`config.mk`:
```
export PLATFORM = sky130hd
export DESIGN_NAME = ps2_keyboard
export DESIGN_NICKNAME = d
export VERILOG_FILES = /design/src/rtl/ps2_keyboard.sv
export SDC_FILE = /design/constraint.sdc
export NUM_CORES = 1
export LEC_CHECK = 0
export BUFFER_PORTS_ARGS = -buffer_cell sky130_fd_sc_hd__buf_2
export CORE_MARGIN = 10
export CORE_UTILIZATION = 55
export CTS_CLUSTER_SIZE = 30
export DETAILED_ROUTE_END_ITERATION = 6
export GPL_TIMING_DRIVEN = 1
export PLACE_DENSITY = 0.84
export SYNTH_ARGS = -nofsm -noshare
export SYNTH_HDL_FRONTEND = slang
export SYNTH_SLANG_ARGS = --single-unit
```
`constraint.sdc`:
```
create_clock -name clock -period 2.17 [get_ports clock]
set_input_delay 0.434 -clock clock [delete_from_list [all_inputs] [get_ports clock]]
set_output_delay 0.434 -clock clock [all_outputs]
set_load 0.05 [all_outputs]
```
`src/rtl/ps2_keyboard.sv`:
```
// rtl/ps2_keyboard.sv - receive-only PS/2 keyboard decoder: synchroniser, glitch filter, frame FSM
module ps2_keyboard #(
   parameter int FILTER  = 4,
   parameter int TIMEOUT = 50000
) (
   input  logic       clock,
   input  logic       reset,
   input  logic       ps2_clk,
   input  logic       ps2_data,
   output logic [7:0] kb_data,
   output logic       kb_hit,
   output logic       kb_error
);

   localparam int TW = $clog2(TIMEOUT + 1);

   typedef enum logic [1:0] {S_IDLE, S_DATA, S_PARITY, S_STOP} state_t;

   logic          r_clk_s1, r_clk_s2, r_dat_s1, r_dat_s2;
   logic          r_clk_filt, r_dat_filt, r_clk_prev;
   logic [3:0]    r_clk_cnt, r_dat_cnt;
   logic          r_fall, r_bit;
   state_t        r_state;
   logic [2:0]    r_cnt;
   logic [7:0]    r_shift;
   logic          r_parity;
   logic [TW-1:0] r_tmo;
   logic          w_fall;

   always_ff @(posedge clock) begin
      if (reset) begin
         r_clk_s1 <= 1'b1;
         r_clk_s2 <= 1'b1;
         r_dat_s1 <= 1'b1;
         r_dat_s2 <= 1'b1;
      end else begin
         r_clk_s1 <= ps2_clk;
         r_clk_s2 <= r_clk_s1;
         r_dat_s1 <= ps2_data;
         r_dat_s2 <= r_dat_s1;
      end
   end

   // A line level flips only after FILTER consecutive disagreeing samples.
   always_ff @(posedge clock) begin
      if (reset) begin
         r_clk_filt <= 1'b1;
         r_dat_filt <= 1'b1;
         r_clk_cnt  <= 4'd0;
         r_dat_cnt  <= 4'd0;
         r_clk_prev <= 1'b1;
      end else begin
         r_clk_prev <= r_clk_filt;
         if (r_clk_s2 != r_clk_filt) begin
            if (r_clk_cnt == 4'(FILTER - 1)) begin
               r_clk_filt <= r_clk_s2;
               r_clk_cnt  <= 4'd0;
            end else begin
               r_clk_cnt <= r_clk_cnt + 4'd1;
            end
         end else begin
            r_clk_cnt <= 4'd0;
         end
         if (r_dat_s2 != r_dat_filt) begin
            if (r_dat_cnt == 4'(FILTER - 1)) begin
               r_dat_filt <= r_dat_s2;
               r_dat_cnt  <= 4'd0;
            end else begin
               r_dat_cnt <= r_dat_cnt + 4'd1;
            end
         end else begin
            r_dat_cnt <= 4'd0;
         end
      end
   end

   assign w_fall = r_clk_prev & ~r_clk_filt;

   // Bit value is captured in the falling-edge cycle and handed to the FSM with the edge flag.
   always_ff @(posedge clock) begin
      if (reset) begin
         r_fall <= 1'b0;
         r_bit  <= 1'b1;
      end else begin
         r_fall <= w_fall;
         r_bit  <= r_dat_filt;
      end
   end

   always_ff @(posedge clock) begin
      if (reset) begin
         r_state  <= S_IDLE;
         r_cnt    <= 3'd0;
         r_shift  <= 8'h00;
         r_parity <= 1'b0;
         r_tmo    <= '0;
         kb_data  <= 8'h00;
         kb_hit   <= 1'b0;
         kb_error <= 1'b0;
      end else begin
         kb_hit   <= 1'b0;
         kb_error <= 1'b0;
         if (r_state == S_IDLE || r_fall)
            r_tmo <= '0;
         else
            r_tmo <= r_tmo + TW'(1);

         case (r_state)
            S_IDLE: begin
               if (r_fall && !r_bit) begin
                  r_state <= S_DATA;
                  r_cnt   <= 3'd0;
               end
            end
            S_DATA: begin
               if (r_fall) begin
                  r_shift <= {r_bit, r_shift[7:1]};
                  r_cnt   <= r_cnt + 3'd1;
                  if (r_cnt == 3'd7)
                     r_state <= S_PARITY;
               end
            end
            S_PARITY: begin
               if (r_fall) begin
                  r_parity <= r_bit;
                  r_state  <= S_STOP;
               end
            end
            S_STOP: begin
               if (r_fall) begin
                  r_state <= S_IDLE;
                  if ((^{r_shift, r_parity}) && r_bit) begin
                     kb_data <= r_shift;
                     kb_hit  <= 1'b1;
                  end else begin
                     kb_error <= 1'b1;
                  end
               end
            end
            default: r_state <= S_IDLE;
         endcase

         // A stalled partial frame is dropped silently.
         if (r_state != S_IDLE && !r_fall && r_tmo == TW'(TIMEOUT)) begin
            r_state <= S_IDLE;
            r_shift <= 8'h00;
            r_cnt   <= 3'd0;
         end
      end
   end

endmodule

```
**After elaboration in Yosys (flattened, before gate mapping)**

Index checks and enable logic that the tools add are counted.

- Bits in registers: 57
- Input bits: 4
- Output and inout bits: 10
- Word-level logic and storage cells: 77

- Add/subtract/negate cells: 4
- Equal/unequal tests: 14
- Mux-type cells: 11
- Bitwise operators: 6
- Reductions and logical operators: 23

Operator list:

| operator | count |
|---|---|
| 16-bit by 1-bit adder with 16-bit output, second input constant | 1 |
| 16-bit == test, second input constant | 1 |
| 2-bit 2-to-1 mux | 5 |
| 3-bit OR reduction | 3 |
| 9-bit parity | 1 |
| 4-bit by 1-bit adder with 4-bit output, second input constant | 2 |
| 4-bit by 2-bit == test with 1-bit output, second input constant | 2 |
| 2-bit != test, second input constant | 4 |
| 2-bit case mux with 4 select lines | 1 |
| 2-bit AND reduction | 4 |
| 3-bit 2-to-1 mux | 2 |
| 3-bit case mux with 2 select lines | 1 |
| 3-bit AND reduction | 2 |
| 1-bit inverter | 5 |
| 5-bit AND reduction | 1 |
| 2-bit == test, second input constant | 2 |
| 1-bit logical AND | 4 |
| 2-bit nonzero test | 2 |
| 2-bit OR reduction | 2 |
| 3-bit by 1-bit adder with 3-bit output, second input constant | 1 |
| 3-bit == test, second input constant | 1 |
| 2-bit by 1-bit == test with 1-bit output, second input constant | 1 |
| 1-bit logical NOT | 2 |
| 2-bit logical NOT | 1 |
| 5 further kinds | 7 |

**Logic depth before layout (Yosys ltp)**

Gate-level depths: netlist of the first run.

- Depth after elaboration: 4
- Mapped depth: 7
- Mapped depth without buffers: 6

**Worst setup path after synthesis of the first run**

Ideal clock, no wire load.

- Path type: register -> register
- Start point: register r_state[0]
- End point: register r_cnt[0]
- Data arrival time: 1.588 ns
- Path slack: 0.465 ns
- Cell stages (with the launch flop): 8
- Buffers on the path: 1
- Period minus slack after synthesis: 1.705 ns
- Path through: dfxtp_1 > inv_1 > ha_1 > or4_1 > nor2_1 > a41o_1 > buf_2 > nor2_1

- Cells in the longest elaborated chain, start to end: 4
- Elaborated cells between the ends (all ways): 11
- Those cells by class: eq/ne: 3; mux: 1; reduce/logical: 7

RTL lines:

| element | line | text |
|---|---|---|
| start: declaration | 23 | `state_t r_state;` |
| start signal: assignment | 92 | `r_state <= S_IDLE;` |
| start signal: assignment | 111 | `r_state <= S_DATA;` |
| start signal: assignment | 120 | `r_state <= S_PARITY;` |
| branches (longest 4 deep; another with 3-bit AND reduction) | - |  |
| end signal: assignment | 118 | `r_cnt <= r_cnt + 3'd1;` |
| end: declaration | 24 | `logic [2:0] r_cnt;` |

Several ways; the timed one is not identified.
A chain may end at the register's enable or synchronous reset.

**Worst setup path after layout of the first run**

- Start point: register r_state[1]
- End point: register r_cnt[0]

Same word-level chain as after synthesis.

==> impl_metrics.tcl, run 1 <==
set metrics [dict create \
    cts_buffers 9 \
    die_x_um 87.4 \
    switching_share_pct 20.8 \
    viasPerCell 5.31 \
    fmax_mhz 504 \
    power_frac_seq_pct 54.4 \
    tightest_slew_ns 0.543 \
    htreeDepth 3 \
    grt.total_usage_pct 11.6 \
    core_area_um2 4380 \
    postCtsSetupBuffers 0 \
    internal_power_mw 1.53 \
    maxSlewViolCount 0 \
    drt_pass1_iterations 4 \
    arrival_ns 2.17 \
    drc 0 \
    async_flop_share_pct 0 \
    ys_top_cells_by_area "dfxtp_1 (46%), ha_1 (5.5%), xnor2_1 (4.9%)" \
    cts_tree "yes" \
    synth_ff_type "dfxtp_1" \
    rsz0062_at_grt "false" \
    critical_path.cell_chain "inv_1 > ha_1 > or4_1 > nor2_1 > a41o_1 > nor2_1" \
    fin_skew_ns 0.00831 \
    power_density_nw_per_um2 695 \
    yosys.area.top_type "dfxtp_1" \
    ys_types 38 \
    layout_worst_path_cycle_share_pct 91.5 \
    critPathCaptureType "flop" \
    period_needed_ns 1.99 \
    hold_class "in -> reg" \
    hpwl_mm 2.94 \
    place_congestion 0.792 \
    power_frac_comb_pct 1.3 \
    status "completed" \
    synth_enable_flop_cells 0 \
    layout_common_cells "dfxtp_1 (57), nor2_1 (28), nand2b_1 (16), nand2_1 (16), nand3_1 (15)" \
    antennaDiodeCount 0 \
    root_buffer "clkbuf_8" \
    drt_iter0_drc 102 \
    nNetsFinal 298 \
    grt_pass1_vias 1680 \
    path_clk_slew_ns 0.06 \
    max_stage_delay_ns 0.50 \
    drive_gt1_share_pct 14.2 \
    required_ns 2.36 \
    ant_nets 0 \
    tns_ns 0 \
    netSwitchingPower_uw 403 \
    crit_type "reg -> reg" \
    cts.repair.resized 0 \
    io_pins 14 \
    vias 1805 \
    fp.dieArea_um2 7640 \
    clock_power_share_pct 44.3 \
    start_kind "flop" \
    synth_area_um2 2500 \
    start_util_pct 57.0 \
    postSynthAreaPerCell_um2 9.40 \
    leakage_nw 1.04 \
    hold_viol_final 0 \
    clockBufferDepth 2 \
    wl_mm 4.33 \
    io_buffers 13 \
    ys_ff_latch 57 \
    antenna_found_initial 0 \
    die_height_um 87.4 \
    crit_slowest_cell "a41o_1" \
    synth_seq_area_share_pct 45.6 \
    slew_headroom_pct 63.8 \
    syn-num-nets 281 \
    setup_viol 0 \
    layout-area-overhead-vs-synth_pct 11.4 \
    cts.sinks 57 \
    synth_top_cell_area_share_pct 45.6 \
    grt_pass1_wl_mm 7.21 \
    cts_hold_buf 0 \
    cp_max_fo 13 \
    insertion_delay_ns 0.32 \
    ir_drop_v 0.000362 \
    rows 24 \
    synth_cells 266 \
    cap_violations 0 \
    grt_max_degree 32 \
    yosys_warnings 0 \
    whs_ns 0.293 \
    critPathMostFrequentCell "nor2_1" \
    final_common_cell "dfxtp_1" \
    wire_per_inst_um 12.7 \
    cp_num_buf_inv 1 \
    grt-ovfl-total 0 \
    crit_family "simple AND/OR/NAND/NOR gates" \
]
metal layers:
layer / up-vias / wire (um) / track usage, % / part of all wire (%)
met2: 35 / 1970 / 18.2 / 45
li1: 931 / - / - / -
met4: 0 / 82 / 7.39 / 1.9
met1: 833 / 2060 / 13.6 / 48
met5: - / 0 / 0 / 0
met3: 6 / 212 / 3.18 / 4.9
synthesized netlist by cell type, drive strengths merged (7+ instances only):
master	instances
xor2	7
clkbuf	8
dfxtp	57
nand2	16
or2	7
nor2	28
nand2b	16
ha	11
xnor2	14
inv	12
nand3	15
a21oi	13
mux2i	12
area by class of cell:
cell class / instances / area, um^2
Clock inverter: 3 / 15.0
Inverter: 12 / 45.0
Fill cell: 376 / 1600
Clock buffer: 13 / 159
Multi-Input combinational cell: 188 / 1280
Sequential cell: 57 / 1140
Tap cell: 52 / 65.1
Timing Repair Buffer: 15 / 80.1
worst register-to-register path, delay by kind of cell (launching register included):
kind / cells / cell delay, ns
adders and majority gates: 1 / 0.25
AOI/OAI and AO/OA: 1 / 0.50
DFF: 1 / 0.39
buffers and inverters: 1 / 0.11
and+or+nand+nor: 3 / 0.61
cells by family after synthesis:
kind of cell    synth area share, %
simple gates                   25.1
flops                          45.6
compound gates                 5.96
xor+xnor                       9.26
buf+inv                        3.20
mux                            5.31
fa+ha+maj                      5.51
path summary, 6_finish.rpt:
check	end	cells past startpoint	from	slack, ns
max	r_cnt[0]	6	r_state[1]	0.18
min reg2reg	r_fall	2	r_clk_prev	0.40
min	r_dat_s1	2	ps2_data	0.29
max reg2reg	r_cnt[0]	6	r_state[1]	0.18
through the flow:
step	util [%]	setup WS, ns	std cells	power [mW]	cell area (um^2)
floorplan	-	0.465	266	1.09	2500
finish	63.5	0.184	340	1.94	2780
detailed placement	59.5	0.225	324	1.10	2610
CTS	63.5	0.211	340	1.96	2780
global route	63.5	0.114	340	2.00	2780
global placement	59.5	0.306	324	1.10	2610
registers in the layout, summed over array words and instances, names as in the netlist, 2 cells and up:
name / count
r_tmo: 16
kb_data: 8
r_shift: 8
r_clk_cnt: 4
r_dat_cnt: 4
r_cnt: 3
r_state: 2
power groups by stage:
stage                     registers, mW  clock network, mW  logic [mW]
after floorplan                    1.08                  0      0.0189
after global routing               1.05              0.918      0.0274
after CTS                          1.05              0.879      0.0251
after detailed placement           1.08                  0      0.0250
final                              1.05              0.858      0.0249
after global placement             1.08                  0      0.0243
(Power assumes the default switching activity.)
==> run 2, diff against run 1 <==
RECOVER_POWER = 25   (was unset)
==> run 2 against run 1 <==
Against the previous run: combinational power barely moved; critical path type unchanged; global-route usage stayed put; setup slack better by 0.00094 ns; via count is 0.17% lower; clock skew is essentially flat.
==> impl_metrics.tcl, run 2 (same netlist as run 1, synthesis figures left out) <==
set metrics [dict create \
    status "completed" \
    die_height_um 87.4 \
    crit_slowest_cell "a41o_1" \
    hpwl_mm 2.94 \
    layoutNonFillerInstCount 340 \
    layout-area-overhead-vs-synth_pct 11.2 \
    ir_drop_v 0.000362 \
    tightest_slew_ns 1.11 \
    hold_class "in -> reg" \
    path_clk_slew_ns 0.06 \
    root_buffer "clkbuf_8" \
    postCtsSetupBuffers 0 \
    critical_path.cell_chain "inv_1 > ha_1 > or4_1 > nor2_1 > a41o_1 > nor2_1" \
    vias 1802 \
    critPathCaptureType "flop" \
    multi_input_area_um2 1280 \
    die_x_um 87.4 \
    start_util_pct 57.0 \
    layout_common_cells "dfxtp_1 (57), nor2_1 (28), nand2b_1 (16), nand2_1 (16), nand3_1 (15)" \
    viasPerCell 5.30 \
    nNetsFinal 298 \
    arrival_ns 2.17 \
    crit_type "reg -> reg" \
    insertion_delay_ns 0.32 \
    crit_family "simple AND/OR/NAND/NOR gates" \
    htreeDepth 3 \
    grt.total_usage_pct 11.6 \
    rsz0062_at_grt "false" \
    largest_reg_flops 16 \
    wl_mm 4.34 \
    largestRegisters "r_tmo: 16 flops, kb_data: 8 flops, r_shift: 8 flops" \
    layout_worst_path_cycle_share_pct 91.5 \
    fmax_mhz 504 \
    io_pins 14 \
    cp_num_buf_inv 1 \
    final_common_cell "dfxtp_1" \
    final_util_pct 63.4 \
    fillers 380 \
    fp.dieArea_um2 7640 \
    tns_ns 0 \
    fin_skew_ns 0.00831 \
    cts_tree "yes" \
    cts_hold_buf 0 \
    drc 0 \
    wire_per_inst_um 12.8 \
    required_ns 2.36 \
    hold_viol_final 0 \
    cts_buffers 9 \
    setup_viol 0 \
    critPathMostFrequentCell "nor2_1" \
    cts.sinks 57 \
    grt-ovfl-total 0 \
    slew_headroom_pct 26.1 \
    max_stage_delay_ns 0.50 \
    leakage_nw 1.03 \
    cap_violations 0 \
    dpl.cell_count 324 \
    clockBufferDepth 2 \
    power_density_nw_per_um2 697 \
    ant_nets 0 \
    register_area_um2 1140 \
    period_needed_ns 1.98 \
    cp_max_fo 13 \
    place_congestion 0.792 \
    core_area_um2 4380 \
    regMostFlops "r_tmo" \
    finalPower_mw 1.94 \
    rows 24 \
    io_buffers 13 \
    drt_pass1_iterations 4 \
    start_kind "flop" \
    grt_max_degree 32 \
    drive_gt1_share_pct 12.8 \
    cts.repair.resized 0 \
    grt_pass1_wl_mm 7.21 \
    antenna_found_initial 0 \
    antennaDiodeCount 0 \
    grt_pass1_vias 1680 \
    maxSlewViolCount 0 \
    drt_iter0_drc 99 \
]
## run 2: cell count changes in the layout (fill, tap and decap cells not counted), sizes merged
cell    before  now
buf         15   11
clkbuf      13   17
## run 2: area by class of cell
cell class | count | share of cell area [%]
Inverter | 12 | 1.62
Tap cell | 52 | 2.34
Timing Repair Buffer | 15 | 2.70
Sequential cell | 57 | 41.1
Multi-Input combinational cell | 188 | 46.0
Clock buffer | 13 | 5.72
Clock inverter | 3 | 0.540
## run 2: routing by layer
layer | global-route usage, % | share of wire [%]
met1 | 13.6 | 48
met2 | 18.2 | 45
met3 | 3.18 | 4.9
met4 | 7.39 | 1.9
met5 | 0 | 0
## run 2: final timing paths
path,to,start,slack (ns),cells after the start
setup / recovery,r_cnt[0],r_state[1],0.19,6
hold / removal,r_dat_s1,ps2_data,0.29,2
setup reg to reg,r_cnt[0],r_state[1],0.19,6
hold reg to reg,r_fall,r_clk_prev,0.40,2
## run 2: stage by stage
step | instance area, um^2 | worst slack (ns) | hold slack, ns
2_1_floorplan | 2500 | 0.465 | 0.389
3_3_place_gp | 2610 | 0.306 | 0.392
3_5_place_dp | 2610 | 0.225 | 0.397
4_1_cts | 2780 | 0.211 | 0.280
5_1_grt | 2780 | 0.114 | 0.291
6_report | 2780 | 0.185 | 0.293
## run 2: power breakdown
part	switching [mW]	internal, mW
logic	0.0141	0.0107
clock network	0.386	0.471
registers	0.00230	1.05
==> run 3, diff against run 2 <==
ABC_AREA = 1   (was unset)
==> run 3 against run 2 <==
Against the previous run: die area is 6.9% higher; sequential share of layout area fell by 4.1 points; fmax increased by 16%; setup slack better by 0.27 ns; sequential power hardly changed; via count rose by 24%; critical endpoint is now r_shift[3]; synthesized area rose by 9.0%; clock skew fell by 0.0011 ns.
==> impl_metrics.tcl, run 3 <==
set metrics [dict create \
    place_congestion 0.855 \
    layoutNonFillerInstCount 453 \
    rows 25 \
    fillers 416 \
    fin_skew_ns 0.00722 \
    layout_worst_path_cycle_share_pct 79.1 \
    htreeDepth 3 \
    stdcell_area_um2 3090 \
    power_frac_seq_pct 44.0 \
    yosys.area.top_type "dfxtp_1" \
    fp.dieArea_um2 8170 \
    cts.sinks 57 \
    internal_power_mw 1.94 \
    synth_top_cell_area_share_pct 41.9 \
    ys_ff_latch 57 \
    max_stage_delay_ns 0.39 \
    viasPerCell 4.93 \
    largestRegisters "r_tmo: 16 flops, kb_data: 8 flops, r_shift: 8 flops" \
    leakage_nw 1.27 \
    yosys_warnings 0 \
    multi_input_area_um2 1300 \
    root_buffer "clkbuf_8" \
    cap_violations 0 \
    required_ns 2.37 \
    cts_tree "yes" \
    postSynthAreaPerCell_um2 7.49 \
    cts_hold_buf 0 \
    critPathCaptureType "flop" \
    clock_power_share_pct 55.0 \
    cts.repair.resized 0 \
    status "completed" \
    vias 2232 \
    power_frac_comb_pct 1.0 \
    grt_max_degree 14 \
    final_common_cell "nand2_1" \
    slew_headroom_pct 67.7 \
    grt-ovfl-total 0 \
    dpl_cell_area_um2 2830 \
    start_util_pct 57.3 \
    ir_drop_v 0.000880 \
    core_area_um2 4750 \
    path_clk_slew_ns 0.07 \
    dpl.cell_count 437 \
    crit_slowest_cell "dfxtp_1" \
    hold_class "in -> reg" \
    final_util_pct 65.0 \
    register_area_um2 1140 \
    critical_path.cell_chain "inv_1 > ha_1 > nor2_1 > inv_1 > nor4_1 > nand4_1 > nand2_1 > a21oi_1" \
    netSwitchingPower_uw 454 \
    largest_reg_flops 16 \
    layout-area-overhead-vs-synth_pct 13.4 \
    ys_top_cells_by_area "dfxtp_1 (42%), nand2_1 (11%), inv_1 (7.7%)" \
    syn-num-nets 379 \
    grt_pass1_wl_mm 9.02 \
    start_kind "flop" \
    hpwl_mm 3.72 \
    ant_nets 0 \
    rsz0062_at_grt "false" \
    insertion_delay_ns 0.33 \
    cp_max_fo 13 \
    maxSlewViolCount 0 \
    hold_viol_final 0 \
    die_x_um 90.4 \
    layout_common_cells "nand2_1 (79), dfxtp_1 (57), inv_1 (56)" \
    crit_type "reg -> reg" \
    arrival_ns 1.92 \
    drt_iter0_drc 147 \
    fmax_mhz 583 \
    synth_cells 364 \
    nNetsFinal 396 \
    wire_per_inst_um 11.3 \
    wl_mm 5.12 \
    tightest_slew_ns 0.484 \
    synth_seq_area_share_pct 41.9 \
    ys_types 35 \
    grt_pass1_vias 2166 \
    io_pins 14 \
    async_flop_share_pct 0 \
    postCtsSetupBuffers 0 \
    synth_enable_flop_cells 0 \
    tns_ns 0 \
    switching_share_pct 19.0 \
    period_needed_ns 1.72 \
    cts_buffers 9 \
    die_height_um 90.4 \
    synth_ff_type "dfxtp_1" \
    antennaDiodeCount 0 \
    io_buffers 13 \
    drc 0 \
    setup_viol 0 \
    power_density_nw_per_um2 775 \
    yosys.cell_count.top_type "nand2_1" \
    drt_pass1_iterations 4 \
    synth_top_cells_by_count "nand2_1 (79), dfxtp_1 (57), inv_1 (56)" \
    synth_area_um2 2730 \
    antenna_found_initial 0 \
    critPathMostFrequentCell "inv_1" \
    drive_gt1_share_pct 13.0 \
    clockBufferDepth 2 \
    regMostFlops "r_tmo" \
    grt.total_usage_pct 13.0 \
]
-- run 3: power groups by stage --
stage / clock network, mW / logic [mW] / registers, mW
6_report: 1.32 / 0.0246 / 1.05
5_1_grt: 1.37 / 0.0285 / 1.05
4_1_cts: 1.34 / 0.0262 / 1.05
3_5_place_dp: 0 / 0.0259 / 1.08
3_3_place_gp: 0 / 0.0251 / 1.08
2_1_floorplan: 0 / 0.0189 / 1.08
-- run 3: worst max-delay path, delay by kind of cell, from the launching register on --
family	cells	cell delay [ns]
simple gates	4	0.73
flops	1	0.39
fa+ha+maj	1	0.23
buf+inv	2	0.16
compound gates	1	0.09
-- run 3: cell type report --
class / instances / area share (%)
Inverter: 59 / 7.25
Timing Repair Buffer: 15 / 2.43
Clock buffer: 9 / 4.01
Tap cell: 67 / 2.71
Clock inverter: 7 / 4.58
Sequential cell: 57 / 36.9
Multi-Input combinational cell: 239 / 42.1
-- run 3: per-layer routing --
metal | vias up | routed length (um) | global-route usage (%)
li1 | 1192 | - | -
met5 | - | 0 | 0
met2 | 31 | 2530 | 22.7
met1 | 1001 | 2250 | 13.7
met4 | 0 | 79 | 5.04
met3 | 8 | 262 | 5.40
-- run 3: logic make-up (layout without fill, tap and decap cells) --
kind of cell	count (synthesis)	count (layout)	share of synthesized area, %
AOI/OAI and AO/OA	48	48	9.92
DFF	57	57	41.9
and+or+nand+nor	168	168	28.6
buffers and inverters	68	90	10.4
xor gates and xnor gates	12	12	4.13
adders and majority gates	11	11	5.05
-- run 3: per-stage QoR --
| stage | hold WS (ns) | total power, mW | worst slack [ns] |
|---|---|---|---|
| floorplan | 0.389 | 1.09 | 0.711 |
| global placement | 0.396 | 1.10 | 0.535 |
| detailed placement | 0.395 | 1.10 | 0.454 |
| CTS | 0.266 | 2.42 | 0.438 |
| global route | 0.276 | 2.45 | 0.267 |
| finish | 0.283 | 2.39 | 0.454 |
-- run 3: path summary, 6_finish.rpt --
check               endpoint  slack (ns)  cells past startpoint       start
setup / recovery  r_shift[3]        0.45                      8  r_state[0]
hold / removal      r_clk_s1        0.28                      2     ps2_clk
setup reg to reg  r_shift[3]        0.45                      8  r_state[0]
hold reg to reg     r_dat_s2        0.41                      1    r_dat_s1
